--- src/rtl/div_unit.sv ---
// ============================================================================
//  div_unit : iterative restoring divider for RV64M DIV/REM and W-forms
//  Rev 1.0
// ============================================================================
`default_nettype none

module div_unit #(
    parameter int XLEN = 64
) (
    input  logic            clk,
    input  logic            rst_n,
    input  logic            start_i,
    input  logic            is_signed_i,
    input  logic            is_word_i,
    input  logic [XLEN-1:0] src1_i,
    input  logic [XLEN-1:0] src2_i,
    input  logic [4:0]      rd_i,
    input  logic            flush_i,
    output logic            busy_o,
    output logic            valid_o,
    output logic [XLEN-1:0] div_data_o,
    output logic [XLEN-1:0] rem_data_o,
    output logic [4:0]      rd_o
);

    typedef enum logic [1:0] {
        IDLE = 2'd0,
        CALC = 2'd1,
        DONE = 2'd2
    } state_t;

    localparam logic [6:0] ITER_D = 7'd64;
    localparam logic [6:0] ITER_W = 7'd32;

    state_t state, state_nxt;

    logic [6:0]      cnt;
    logic [XLEN-1:0] rem, quo, dvsr;
    logic            qneg, rneg, word;
    logic [4:0]      tag;

    logic            accept;
    logic [XLEN-1:0] a_ext, b_ext, a_mag, b_mag, min_val, w_src1;
    logic            a_neg, b_neg, div_zero, sgn_ovf, special;
    logic [XLEN-1:0] sp_quo, sp_rem;

    logic [XLEN:0]   shifted, trial;
    logic            fits;
    logic [XLEN-1:0] rem_nxt, quo_nxt, q_sgn, r_sgn, q_fin, r_fin;

    assign accept  = start_i && !flush_i && (state != CALC);
    assign busy_o  = (state == CALC);
    assign valid_o = (state == DONE);

    // Operand preparation: W-forms are widened to 64 bits so the special-case
    // detection and the magnitude logic can be shared between both widths.
    always_comb begin
        a_ext = src1_i;
        b_ext = src2_i;
        w_src1 = {{(XLEN-32){src1_i[31]}}, src1_i[31:0]};
        if (is_word_i) begin
            a_ext = {{(XLEN-32){is_signed_i & src1_i[31]}}, src1_i[31:0]};
            b_ext = {{(XLEN-32){is_signed_i & src2_i[31]}}, src2_i[31:0]};
        end
        a_neg = is_signed_i & a_ext[XLEN-1];
        b_neg = is_signed_i & b_ext[XLEN-1];
        a_mag = a_neg ? -a_ext : a_ext;
        b_mag = b_neg ? -b_ext : b_ext;

        min_val = is_word_i ? {{(XLEN-31){1'b1}}, 31'd0}
                            : {1'b1, {(XLEN-1){1'b0}}};
        div_zero = (b_ext == '0);
        sgn_ovf  = is_signed_i && (a_ext == min_val) && (b_ext == '1);
        special  = div_zero || sgn_ovf;

        sp_quo = div_zero ? '1 : a_ext;
        sp_rem = div_zero ? (is_word_i ? w_src1 : src1_i) : '0;
    end

    // One restoring shift-subtract step plus sign/width fix-up of its result
    always_comb begin
        shifted = {rem, quo[XLEN-1]};
        trial   = shifted - {1'b0, dvsr};
        fits    = !trial[XLEN];
        rem_nxt = fits ? trial[XLEN-1:0] : shifted[XLEN-1:0];
        quo_nxt = {quo[XLEN-2:0], fits};

        q_sgn = qneg ? -quo_nxt : quo_nxt;
        r_sgn = rneg ? -rem_nxt : rem_nxt;
        q_fin = word ? {{(XLEN-32){q_sgn[31]}}, q_sgn[31:0]} : q_sgn;
        r_fin = word ? {{(XLEN-32){r_sgn[31]}}, r_sgn[31:0]} : r_sgn;
    end

    always_ff @(posedge clk or negedge rst_n) begin
        if (!rst_n) begin
            state <= IDLE;
        end else begin
            state <= state_nxt;
        end
    end

    always_comb begin
        state_nxt = state;
        case (state)
            IDLE, DONE: begin
                if (accept) begin
                    state_nxt = special ? DONE : CALC;
                end else begin
                    state_nxt = IDLE;
                end
            end
            CALC: begin
                if (cnt == 7'd1) begin
                    state_nxt = DONE;
                end
            end
            default: state_nxt = IDLE;
        endcase
        if (flush_i) begin
            state_nxt = IDLE;
        end
    end

    always_ff @(posedge clk or negedge rst_n) begin
        if (!rst_n) begin
            cnt        <= '0;
            rem        <= '0;
            quo        <= '0;
            dvsr       <= '0;
            qneg       <= 1'b0;
            rneg       <= 1'b0;
            word       <= 1'b0;
            tag        <= '0;
            div_data_o <= '0;
            rem_data_o <= '0;
            rd_o       <= '0;
        end else if (accept) begin
            tag <= rd_i;
            if (special) begin
                div_data_o <= sp_quo;
                rem_data_o <= sp_rem;
                rd_o       <= rd_i;
            end else begin
                // W-form dividend is left-aligned so 32 shifts consume it
                rem  <= '0;
                quo  <= is_word_i ? {a_mag[31:0], 32'd0} : a_mag;
                dvsr <= b_mag;
                qneg <= a_neg ^ b_neg;
                rneg <= a_neg;
                word <= is_word_i;
                cnt  <= is_word_i ? ITER_W : ITER_D;
            end
        end else if (state == CALC && !flush_i) begin
            rem <= rem_nxt;
            quo <= quo_nxt;
            cnt <= cnt - 7'd1;
            if (cnt == 7'd1) begin
                div_data_o <= q_fin;
                rem_data_o <= r_fin;
                rd_o       <= tag;
            end
        end
    end

endmodule

`default_nettype wire

--- config.mk ---
export PLATFORM = sky130hd
export DESIGN_NAME = div_unit
export DESIGN_NICKNAME = d
export VERILOG_FILES = /design/src/rtl/div_unit.sv
export SDC_FILE = /design/constraint.sdc
export NUM_CORES = 1
export LEC_CHECK = 0
export CAP_MARGIN = 20
export CORE_ASPECT_RATIO = 1.5
export CORE_UTILIZATION = 35
export DETAILED_ROUTE_END_ITERATION = 8
export SKIP_CTS_REPAIR_TIMING = 1
export SYNTH_ARGS = -nofsm -noshare
export SYNTH_HDL_FRONTEND = slang
export SYNTH_SLANG_ARGS = --single-unit
export TNS_END_PERCENT = 10
--- constraint.sdc ---
create_clock -name clk -period 13.8 [get_ports clk]
set_clock_uncertainty 0.1 [all_clocks]
set_input_delay 2.76 -clock clk [delete_from_list [all_inputs] [get_ports clk]]
set_output_delay 2.76 -clock clk [all_outputs]
set_load 0.005 [all_outputs]
==> results of run 1 <==
## state kept, by name, summed over array words and instances, names as in the netlist, 5 cells and up
| name | count |
|---|---|
| cnt | 7 |
| div_data_o | 64 |
| dvsr | 64 |
| quo | 64 |
| rd_o | 5 |
| rem | 64 |
| rem_data_o | 64 |
| tag | 5 |
## worst reg2reg max path, delay by kind of cell, from the launching register on
family                   cells  cell delay, ps
AND/OR/NAND/NOR              8            2250
adder cells (fa/ha/maj)      3            1140
buffers and inverters        4            1180
multiplexers                 1             120
flip-flops                   1             530
AO/OA/AOI/OAI                6            2430
## path summary, 6_finish.rpt
path / from / endpoint / slack [ps] / cells after the start
hold / removal: div_data_o[2] / div_data_o[2] / 360 / 2
max in group asynchronous: rst_n / rd_o[3] / 9640 / 3
hold reg to reg: div_data_o[2] / div_data_o[2] / 360 / 2
setup / recovery: src2_i[12] / quo[19] / 5410 / 12
min in group asynchronous: rst_n / div_data_o[27] / 2190 / 1
setup reg to reg: quo[63] / rem_data_o[46] / 5920 / 22
## cell type report
cell class              count  area share, %
multi-input cells        2911          54.69
inverters                 100          1.167
clock buffers              54          3.559
repair buffers            314          9.483
well taps                1016          3.952
clock inverters            15         0.5329
flip-flops and latches    342          26.61
## kinds of logic after synthesis
| logic type | after synthesis | synth area share, % |
|---|---|---|
| AND/OR/NAND/NOR | 1332 | 22.90 |
| AO/OA/AOI/OAI | 1170 | 26.66 |
| buffers and inverters | 343 | 4.917 |
| flip-flops | 342 | 31.17 |
| XOR/XNOR | 280 | 8.932 |
| adder cells (fa/ha/maj) | 72 | 3.309 |
| multiplexers | 57 | 2.119 |
## power by group
group          internal [mW]  total (mW)  leakage [nW]  switching (mW)
logic                  0.878        2.20          7.58            1.32
clock network          0.638        1.11         0.638           0.474
registers               1.29        1.60          4.47           0.315
## through the flow
step / util [%] / hold WS, ps / instance area [sq um] / power, mW / setup slack (ps)
6_report: 41.46 / 363.9 / 32170 / 4.912 / 5409
5_1_grt: 41.46 / 389.4 / 32170 / 5.176 / 4984
4_1_cts: 41.44 / 370.6 / 32140 / 4.891 / 5508
3_5_place_dp: 39.74 / 355.2 / 30830 / 3.772 / 4893
3_3_place_gp: 39.74 / 351.6 / 30830 / 3.751 / 4995
2_1_floorplan: - / 335.8 / 27460 / 2.806 / 7613
## cells in the final DEF, fill, tap and decap left out, types with 14 or more instances in the layout
master	Yosys	layout
sky130_fd_sc_hd__nand3_1	128	128
sky130_fd_sc_hd__inv_1	99	99
sky130_fd_sc_hd__and3_1	19	19
sky130_fd_sc_hd__o41ai_1	17	17
sky130_fd_sc_hd__a31oi_1	51	51
sky130_fd_sc_hd__a221o_1	31	31
sky130_fd_sc_hd__o31ai_1	67	67
sky130_fd_sc_hd__xnor2_1	159	159
sky130_fd_sc_hd__o21a_1	24	24
sky130_fd_sc_hd__xor2_1	121	121
sky130_fd_sc_hd__o2111ai_1	18	18
sky130_fd_sc_hd__o211ai_1	33	33
sky130_fd_sc_hd__nor2_1	371	368
sky130_fd_sc_hd__or3_1	47	46
sky130_fd_sc_hd__clkbuf_16	0	41
sky130_fd_sc_hd__a211oi_1	45	45
sky130_fd_sc_hd__nand2_1	409	408
sky130_fd_sc_hd__ha_1	71	71
sky130_fd_sc_hd__or2_2	14	14
sky130_fd_sc_hd__nand4_1	66	66
sky130_fd_sc_hd__and2_1	15	15
sky130_fd_sc_hd__or4_1	24	24
sky130_fd_sc_hd__a22oi_1	27	27
sky130_fd_sc_hd__nor3_1	95	95
sky130_fd_sc_hd__nor4_1	53	53
sky130_fd_sc_hd__o21ai_0	360	360
sky130_fd_sc_hd__nand2b_1	20	19
sky130_fd_sc_hd__o22ai_1	23	23
sky130_fd_sc_hd__o21ai_1	18	18
sky130_fd_sc_hd__a21o_1	19	19
sky130_fd_sc_hd__mux2i_1	48	48
sky130_fd_sc_hd__a21oi_1	319	319
sky130_fd_sc_hd__a221oi_1	15	15
sky130_fd_sc_hd__dfrtp_1	342	340
sky130_fd_sc_hd__buf_4	1	41
sky130_fd_sc_hd__clkdlybuf4s50_1	0	271
## per-layer routing
layer	vias to the layer above	global-route usage, %	share of wire, %
li1	13330	-	-
met1	13880	33.27	38
met2	1148	50.77	49
met3	314	4.244	5.8
met4	4	18.10	6.9
met5	-	0	0.023
==> metrics.csv, run 1 <==
stage,metric,value,unit
worst_setup_path,critical path class,primary input to register,
worst_hold_path,Worst Hold Class,register to register,
worst_setup_path,endpoint type of the worst setup path,register,
yosys,sequential cell area fraction in the yosys report,31.17,%
global_route,global-route usage over all layers,29.15,%
die,Initial Util,35.39,%
timing,number of max-slew violations in the final report,0,
power_and_ir_drop,standby leakage power,12.69,nW
worst_setup_path,Worst path top cell family by delay,simple AND/OR/NAND/NOR gates,
yosys,ranking of synthesized cells by area,"sky130_fd_sc_hd__dfrtp_1 (31%), sky130_fd_sc_hd__o21ai_0 (6.6%), sky130_fd_sc_hd__a21oi_1 (5.8%), sky130_fd_sc_hd__nand2_1 (5.6%), sky130_fd_sc_hd__nor2_1 (5.1%)",
clock_tree,CTS Buf Count,38,
die,width of the chip,230.7,microns
clock_tree,clock transition at the registers of the reported paths,60,ps
run_status,status,completed,
yosys,Seq cells post-synth,342,
route,wire length per cell after detailed routing,25.13,microns
layout,Reg area,8561,sq um
layout,area of combinational cells with multiple inputs,17590,sq um
timing,endpoints failing hold,0,
yosys,fraction of synthesis flops using an asynchronous set or reset pin,100.0,%
yosys,most area-hungry cell type in the Yosys netlist,sky130_fd_sc_hd__dfrtp_1,
yosys,Syn Inst Count,3596,
yosys,mean cell area of the mapped netlist,7.635,sq um
worst_setup_path,CP Buf/Inv Count,2,
global_route,maximum number of pins on one net before global-route repair,115,
die,top-level port count,274,
timing,Worst slew margin,20.59,%
clock_tree,CTS Sinks,342,
yosys,Yosys Warn Count,0,
die,Core Rows,125,
placed_design,final weighted congestion in routability-driven placement,1.023,
clock_tree,Clock Tree Buf Depth,3,
layout,number of fill cells in the layout,8117,
layout,Synth-to-Final Area Change,17.16,%
yosys,most used flip-flop cell after synthesis,sky130_fd_sc_hd__dfrtp_1,
worst_setup_path,cell breakdown of the critical path,clkdlybuf4s50_1 -> or4_1 -> or3_1 -> nor4_2 -> nand3_1 -> nor3_1 -> o21ai_1 -> nand2_1 -> nor2_1 -> nor2_4 -> buf_4 -> o21ai_0,
yosys,"count leader, synth",sky130_fd_sc_hd__nand2_1,
timing,final cycle utilization of the critical path,60.80,%
timing,total negative slack,0,ps
yosys,count of flip-flops with a built-in enable after synthesis,0,
worst_setup_path,critical path required time,14130,ps
power_and_ir_drop,Peak VDD IR,0.08484,mV
global_route,GRT Residual Overflow,0,
timing,setup repair after global routing missed its margin,no,
job,number of maximum-capacitance violations,0,
layout,antenna diode count,0,
clock_tree,Clock Latency Late Sink,590,ps
die,Die Outline Area,79590,sq um
placed_design,number of port buffers,273,
route,number of design-rule violations left by the first detailed-router iteration,2627,
global_route,initial antenna violation count,2,
die,Die H,345.0,microns
worst_setup_path,worst-path fanout max,72,
clock_tree,CTS tree,yes,
layout,Final #Nets,3918,
yosys,Synthesized Nets,3807,
timing,Least-Margin Pin Slew,1184,ps
yosys,most frequent cells after synthesis,"sky130_fd_sc_hd__nand2_1 (409), sky130_fd_sc_hd__nor2_1 (371), sky130_fd_sc_hd__o21ai_0 (360), sky130_fd_sc_hd__dfrtp_1 (342), sky130_fd_sc_hd__a21oi_1 (319)",
route,via count,28680,
timing,final critical delay including setup and external delays,8391,ps
placed_design,half-perimeter wire length of the detailed placement result,93340,microns
worst_setup_path,biggest cell delay along the critical path,820,ps
worst_setup_path,type of element launching the critical path,primary input,
yosys,proportion of netlist area held by the largest area contributor,31.17,%
route,DRT antenna net count,0,
layout,share of cells above drive strength 1,4.764,%
layout,number of standard cells in the final layout excluding fillers,4752,
global_route,via count of the first global-routing pass,27570,
placed_design,Placed Cells,4681,
worst_setup_path,arrival time of data at the critical path endpoint,8720,ps
die,core outline area,77570,sq um
global_route,global-route wire length before repair,176100,microns
clock_tree,# H-tree levels,2,
route,remaining design rule violation count,0,
route,detail-routed via count per cell,6.035,
worst_setup_path,Crit-path slowest cell,sky130_fd_sc_hd__nand2_1,
timing,final setup violation count,0,
yosys,mapped cell area,27460,sq um
route,1st-pass router iterations,6,
yosys,post-synthesis cell type count,96,
route,wire length reported by the detailed router,119400,microns
timing,Fmax achieved,0.1192,GHz
power_and_ir_drop,power density relative to cell area,152.7,nW/um^2
clock_tree,Root Driver,sky130_fd_sc_hd__clkbuf_16,
Power figures use the tool's default switching activity.
==> run 2: changes to the inputs <==
==> constraint.sdc (replaced) <==
create_clock -name clk -period 7.38 [get_ports clk]
set_clock_uncertainty 0.1 [all_clocks]
set_input_delay 1.476 -clock clk [delete_from_list [all_inputs] [get_ports clk]]
set_output_delay 1.476 -clock clk [all_outputs]
set_load 0.005 [all_outputs]
==> metrics.csv, run 2 (synthesized netlist as in run 1, its figures left out) <==
stage,metric,value,unit,change
layout,"leading cell types in the layout, fill and taps excluded","sky130_fd_sc_hd__nand2_1 (408), sky130_fd_sc_hd__nor2_1 (368), sky130_fd_sc_hd__o21ai_0 (360)",,
clock_tree,Root Driver,sky130_fd_sc_hd__clkbuf_16,,
route,wire length reported by the detailed router,123100,microns,+3.1%
global_route,initial antenna violation count,2,,unchanged
global_route,maximum number of pins on one net before global-route repair,148,,+29%
placed_design,number of port buffers,273,,unchanged
layout,"leading cell type in the layout, fill and taps excluded",sky130_fd_sc_hd__nand2_1,,
worst_setup_path,arrival time of data at the critical path endpoint,6860,ps,-1860 ps
global_route,via count of the first global-routing pass,27700,,+0.46%
power_and_ir_drop,power density relative to cell area,284.2,nW/um^2,+86%
clock_tree,Clock Tree Buf Depth,3,,unchanged
layout,Synth-to-Final Area Change,18.20,%,
clock_tree,CTS Buf Count,39,,+2.6%
placed_design,half-perimeter wire length of the detailed placement result,97440,microns,+4.4%
route,metal3 WL,6897,microns,-0.30%
worst_setup_path,endpoint type of the worst setup path,register,,
timing,endpoints failing hold,0,,unchanged
route,DRT antenna net count,0,,unchanged
worst_hold_path,origin of the worst min-delay path,div_data_o[2],,
timing,Fmax achieved,0.1536,GHz,
power_and_ir_drop,Peak VDD IR,0.1553,mV,+83%
global_route,global-route wire length before repair,180900,microns,+2.7%
timing,total negative slack,0,ps,unchanged
power_and_ir_drop,standby leakage power,12.86,nW,+1.3%
die,Die Outline Area,79590,sq um,unchanged
timing,final setup violation count,0,,unchanged
route,wire length per cell after detailed routing,25.77,microns,+2.5%
timing,final cycle utilization of the critical path,88.20,%,
clock_tree,Clock Latency Late Sink,620,ps,+30 ps
worst_setup_path,critical path required time,7730,ps,-6400 ps
timing,"crit path setup slack, layout",870.6,ps,-4539 ps
route,detail-routed via count per cell,6.011,,-0.39%
layout,Final #Nets,3942,,+0.61%
layout,number of fill cells in the layout,8143,,+0.32%
job,number of maximum-capacitance violations,0,,unchanged
layout,share of cells above drive strength 1,5.452,%,+0.69 points
die,top-level port count,274,,unchanged
worst_setup_path,launching element of the worst setup path,quo[63],,
route,top sig layer,met5,,
run_status,status,completed,,
die,Core Rows,125,,unchanged
timing,Worst slew margin,20.01,%,-0.59 points
timing,final critical delay including setup and external delays,6509,ps,
route,met2 layer wire length in the routed design,60160,microns,+2.4%
worst_setup_path,worst-path fanout max,19,,-74%
placed_design,minimum setup slack after placement,971.3,ps,-3921 ps
clock_tree,CTS Sinks,342,,unchanged
clock_tree,CTS tree,yes,,
timing,Least-Margin Pin Slew,1200,ps,+15.94 ps
timing,number of max-slew violations in the final report,0,,unchanged
route,1st-pass router iterations,7,,+1
die,core outline area,77570,sq um,unchanged
placed_design,final weighted congestion in routability-driven placement,0.9979,,-2.4%
route,via count,28720,,+0.14%
global_route,GRT Residual Overflow,0,,unchanged
die,width of the chip,230.7,microns,unchanged
die,Initial Util,35.39,%,unchanged
die,Die H,345.0,microns,unchanged
worst_setup_path,critical path class,register to register,,
clock_tree,clock transition at the registers of the reported paths,70,ps,about the same
timing,setup repair after global routing missed its margin,no,,
route,Met1 Routed Length,45710,microns,+0.62%
power_and_ir_drop,Total Power,9.224,mW,+88%
worst_hold_path,Worst Hold Class,register to register,,
worst_setup_path,type of element launching the critical path,register,,
worst_setup_path,Reg2Reg Launch Point,quo[63],,
global_route,global-route usage over all layers,30.22,%,+1.1 points
route,remaining design rule violation count,0,,unchanged
clock_tree,# H-tree levels,2,,unchanged
route,number of design-rule violations left by the first detailed-router iteration,2403,,-8.5%
-- run 2: changes by cell type in the layout (fill, tap and decap cells not counted), moves of 2 or more --
| cell | before | now |
|---|---|---|
| sky130_fd_sc_hd__buf_12 | 0 | 7 |
| sky130_fd_sc_hd__inv_6 | 1 | 3 |
| sky130_fd_sc_hd__buf_4 | 41 | 58 |
| sky130_fd_sc_hd__clkbuf_1 | 6 | 3 |
| sky130_fd_sc_hd__clkbuf_8 | 7 | 10 |
| sky130_fd_sc_hd__clkinvlp_4 | 4 | 2 |
-- run 2: area by class of cell --
type | count | area [sq um] | area share (%)
multi-input combinational | 2911 | 17590 | 54.21
antenna | 1 | 2.502 | 0.007711
tap | 1016 | 1271 | 3.917
inverter | 100 | 375.4 | 1.157
clock buffer | 53 | 1150 | 3.543
clock inverter | 17 | 197.7 | 0.6092
sequential | 342 | 8561 | 26.38
timing repair buffer | 337 | 3303 | 10.18
-- run 2: path summary, 6_finish.rpt --
path / endpoint / slack, ps / cells past startpoint
min in group asynchronous: rem_data_o[25] / 710 / 1
min: div_data_o[2] / 360 / 2
max reg2reg: rem_data_o[46] / 870 / 21
max: rem_data_o[46] / 870 / 21
max in group asynchronous: rneg / 5140 / 2
min reg2reg: div_data_o[2] / 360 / 2
-- run 2: layer usage --
layer / global-route usage [%] / vias up
li1: - / 13400
met5: 0 / -
met4: 21.87 / 2
met1: 34.27 / 13740
met3: 3.715 / 356
met2: 51.97 / 1219
-- run 2: where the power goes --
group | switching (mW) | internal [mW] | total [mW]
Clock | 0.906 | 1.21 | 2.11
Combinational | 2.45 | 1.67 | 4.12
Sequential | 0.577 | 2.41 | 2.99
-- run 2: per-stage QoR --
| stage | utilization, % | area [sq um] | instances | hold slack [ps] |
|---|---|---|---|---|
| after CTS | 41.83 | 32450 | 4776 | 371.4 |
| after global routing | 41.83 | 32450 | 4777 | 397.1 |
| after detailed placement | 40.09 | 31100 | 4706 | 356.5 |
| after global placement | 40.09 | 31100 | 4706 | 348.6 |
| final | 41.83 | 32450 | 4777 | 363.5 |
| after floorplan | - | 27460 | 3596 | 335.8 |
-- run 2: worst max-delay path, cell delays in order (launching register included) --
cell and delay [ps]:
sky130_fd_sc_hd__dfrtp_1 450, sky130_fd_sc_hd__inv_1 110, sky130_fd_sc_hd__ha_1 250, sky130_fd_sc_hd__fa_1 400
sky130_fd_sc_hd__nand2b_1 220, sky130_fd_sc_hd__a2111oi_0 600, sky130_fd_sc_hd__o21ai_0 210, sky130_fd_sc_hd__and3_1 260
sky130_fd_sc_hd__nor4_2 310, sky130_fd_sc_hd__o21a_1 230, sky130_fd_sc_hd__nor2_4 70, sky130_fd_sc_hd__inv_2 280
sky130_fd_sc_hd__nor2_1 80, sky130_fd_sc_hd__a21oi_1 250, sky130_fd_sc_hd__ha_1 440, sky130_fd_sc_hd__nand2_1 120
sky130_fd_sc_hd__o41ai_1 560, sky130_fd_sc_hd__nand4_1 460, sky130_fd_sc_hd__nor4b_2 390, sky130_fd_sc_hd__mux2i_1 120
sky130_fd_sc_hd__a221oi_1 320, sky130_fd_sc_hd__a21oi_1 110
==> run 3: changes to the inputs <==
--- a/config.mk
+++ b/config.mk
@@ -8,6 +8,7 @@
 export CAP_MARGIN = 20
 export CORE_ASPECT_RATIO = 1.5
 export CORE_UTILIZATION = 35
+export CTS_CLUSTER_DIAMETER = 80
 export DETAILED_ROUTE_END_ITERATION = 8
 export SKIP_CTS_REPAIR_TIMING = 1
 export SYNTH_ARGS = -nofsm -noshare
==> metrics.csv, run 3 (synthesized netlist as in run 1, its figures left out) <==
stage,metric,value,unit,change
timing,Worst slew margin,26.01,%,+6.0 points
clock_tree,# H-tree levels,2,,unchanged
job,number of maximum-capacitance violations,0,,unchanged
worst_setup_path,endpoint type of the worst setup path,register,,
route,wire length reported by the detailed router,123200,microns,about the same
timing,Least-Margin Pin Slew,1110,ps,-90.10 ps
worst_setup_path,worst-path fanout max,19,,unchanged
worst_hold_path,worst-case hold path end point,div_data_o[2],,
worst_hold_path,instance count along the most critical hold path,2,,unchanged
worst_setup_path,Worst path top cell family by delay,compound AO/OA/AOI/OAI gates,,
clock_tree,Clock Tree Buf Depth,3,,unchanged
clock_tree,Clock Latency Late Sink,620,ps,about the same
worst_setup_path,Crit-path slowest cell,sky130_fd_sc_hd__a2111oi_0,,
worst_setup_path,biggest cell delay along the critical path,580,ps,-20 ps
power_and_ir_drop,standby leakage power,12.84,nW,-0.13%
die,width of the chip,230.7,microns,unchanged
die,Die H,345.0,microns,unchanged
timing,Fmax achieved,0.1541,GHz,+0.34%
clock_tree,CTS Buf Count,39,,unchanged
power_and_ir_drop,cell-internal power,5.246,mW,-0.88%
die,core outline area,77570,sq um,unchanged
worst_setup_path,type of element launching the critical path,register,,
power_and_ir_drop,share of total power in the clock network,22.5,%,-0.4 points
timing,number of max-slew violations in the final report,0,,unchanged
worst_hold_path,origin of the worst min-delay path,div_data_o[2],,
die,Die Outline Area,79590,sq um,unchanged
clock_tree,CTS tree,yes,,
route,detail-routed via count per cell,6.010,,about the same
timing,final cycle utilization of the critical path,87.90,%,-0.30 points
route,number of design-rule violations left by the first detailed-router iteration,2545,,+5.9%
route,via count,28710,,-0.021%
clock_tree,Root Driver,sky130_fd_sc_hd__clkbuf_16,,
worst_setup_path,Critical R2R Capture,rem_data_o[46],,
worst_setup_path,critical path required time,7740,ps,about the same
layout,post-route core utilization,41.79,%,-0.045 points
worst_setup_path,worst reg-to-reg path cell count,21,,unchanged
placed_design,number of port buffers,273,,unchanged
layout,Synth-to-Final Area Change,18.07,%,
timing,total negative slack,0,ps,unchanged
clock_tree,clock transition at the registers of the reported paths,70,ps,about the same
timing,final setup violation count,0,,unchanged
power_and_ir_drop,proportion of power drawn by combinational gates,44.9,%,+0.2 points
worst_hold_path,Worst Hold Class,register to register,,
timing,endpoints failing hold,0,,unchanged
route,1st-pass router iterations,6,,-1
timing,final critical delay including setup and external delays,6487,ps,-22.02 ps
global_route,global-route wire length before repair,181000,microns,about the same
power_and_ir_drop,Peak VDD IR,0.1566,mV,+0.80%
layout,"leading cell type in the layout, fill and taps excluded",sky130_fd_sc_hd__nand2_1,,
global_route,GRT Residual Overflow,0,,unchanged
power_and_ir_drop,sequential fraction of design power,32.6,%,+0.2 points
die,Initial Util,35.39,%,unchanged
worst_setup_path,CP Buf/Inv Count,2,,unchanged
power_and_ir_drop,switching component of the power,3.931,mW,about the same
route,remaining design rule violation count,0,,unchanged
global_route,maximum number of pins on one net before global-route repair,148,,unchanged
layout,share of cells above drive strength 1,5.400,%,-0.052 points
worst_setup_path,r2r setup slk,890,ps,+20 ps
die,top-level port count,274,,unchanged
route,DRT antenna net count,0,,unchanged
placed_design,half-perimeter wire length of the detailed placement result,97440,microns,unchanged
route,wire length per cell after detailed routing,25.79,microns,about the same
global_route,initial antenna violation count,4,,+2
global_route,via count of the first global-routing pass,27620,,-0.28%
placed_design,final weighted congestion in routability-driven placement,0.9979,,unchanged
worst_setup_path,critical path class,register to register,,
worst_setup_path,arrival time of data at the critical path endpoint,6850,ps,about the same
run_status,status,completed,,
power_and_ir_drop,share of total power consumed by net switching,42.83,%,+0.21 points
power_and_ir_drop,power density relative to cell area,283.1,nW/um^2,-0.41%
worst_setup_path,Reg2Reg Launch Point,quo[63],,
layout,"leading cell types in the layout, fill and taps excluded","sky130_fd_sc_hd__nand2_1 (408), sky130_fd_sc_hd__nor2_1 (368), sky130_fd_sc_hd__o21ai_0 (360)",,
worst_setup_path,cell breakdown of the critical path,inv_1 -> ha_1 -> fa_1 -> nand2b_1 -> a2111oi_0 -> o21ai_0 -> and3_1 -> nor4_2 -> o21a_1 -> nor2_4 -> inv_2 -> nor2_1 -> a21oi_1 -> ha_1 -> nand2_1 -> o41ai_1 -> nand4_1 -> nor4b_2 -> mux2i_1 -> a221oi_1 -> a21oi_1,,
global_route,global-route usage over all layers,30.26,%,+0.041 points
layout,Final #Nets,3942,,unchanged
clock_tree,CTS Sinks,342,,unchanged
timing,setup repair after global routing missed its margin,no,,
die,Core Rows,125,,unchanged
[run 3: changes by cell type in the layout (fill, tap and decap cells not counted), sizes merged]
cell      change
clkinvlp      -1
clkinv        +3
clkbuf        -3
diode         +1
[run 3: cell type report]
type,count,area (sq um)
Timing Repair Buffer,337,3303
Clock buffer,50,1087
Inverter,100,375.4
Fill cell,8148,45160
Sequential cell,342,8561
Antenna cell,2,5.005
Multi-Input combinational cell,2911,17590
Clock inverter,19,222.7
Tap cell,1016,1271
[run 3: how the worst max path moves through the flow]
stage	from	end	slack (ps)	cells after the start
final	quo[63]	rem_data_o[46]	890	21
after global routing	quo[63]	rem_data_o[46]	460	21
after CTS	quo[63]	rem_data_o[46]	930	21
after detailed placement	quo[63]	rem_data_o[46]	970	21
after global placement	quo[63]	rem_data_o[46]	1160	21
after floorplan	quo[63]	rem_data_o[46]	1460	26
[run 3: per-layer routing]
| metal | vias to the layer above | wire length, microns | GRT usage (%) |
|---|---|---|---|
| met3 | 326 | 6884 | 3.880 |
| met1 | 13820 | 45740 | 34.27 |
| li1 | 13410 | - | - |
| met4 | 4 | 9761 | 20.50 |
| met2 | 1149 | 60780 | 52.62 |
| met5 | - | 30 | 0 |
[run 3: worst reg2reg max path, stage by stage, from the launching register on]
cell and delay, ps:
sky130_fd_sc_hd__dfrtp_1 440, sky130_fd_sc_hd__inv_1 110, sky130_fd_sc_hd__ha_1 250, sky130_fd_sc_hd__fa_1 400
sky130_fd_sc_hd__nand2b_1 220, sky130_fd_sc_hd__a2111oi_0 580, sky130_fd_sc_hd__o21ai_0 210, sky130_fd_sc_hd__and3_1 250
sky130_fd_sc_hd__nor4_2 320, sky130_fd_sc_hd__o21a_1 230, sky130_fd_sc_hd__nor2_4 70, sky130_fd_sc_hd__inv_2 280
sky130_fd_sc_hd__nor2_1 90, sky130_fd_sc_hd__a21oi_1 260, sky130_fd_sc_hd__ha_1 450, sky130_fd_sc_hd__nand2_1 120
sky130_fd_sc_hd__o41ai_1 560, sky130_fd_sc_hd__nand4_1 460, sky130_fd_sc_hd__nor4b_2 400, sky130_fd_sc_hd__mux2i_1 120
sky130_fd_sc_hd__a221oi_1 320, sky130_fd_sc_hd__a21oi_1 110
[run 3: per-stage QoR]
step,setup WS [ps],power (mW),instances,area (sq um),hold slack (ps)
6_report,892.6,9.176,4777,32420,364.1
5_1_grt,458.1,9.677,4776,32410,397.1
4_1_cts,927.2,9.175,4775,32410,371.5
3_5_place_dp,971.3,7.090,4706,31100,356.5
3_3_place_gp,1159,7.056,4706,31100,348.6
2_1_floorplan,1465,5.247,3596,27460,335.8
[run 3: power by group through the flow]
| stage | logic (mW) | clock network [mW] | registers (mW) |
|---|---|---|---|
| after floorplan | 2.45 | 0 | 2.80 |
| after global placement | 4.06 | 0 | 3.00 |
| after detailed placement | 4.08 | 0 | 3.01 |
| after CTS | 4.09 | 2.10 | 2.98 |
| after global routing | 4.47 | 2.16 | 3.05 |
| final | 4.12 | 2.06 | 2.99 |
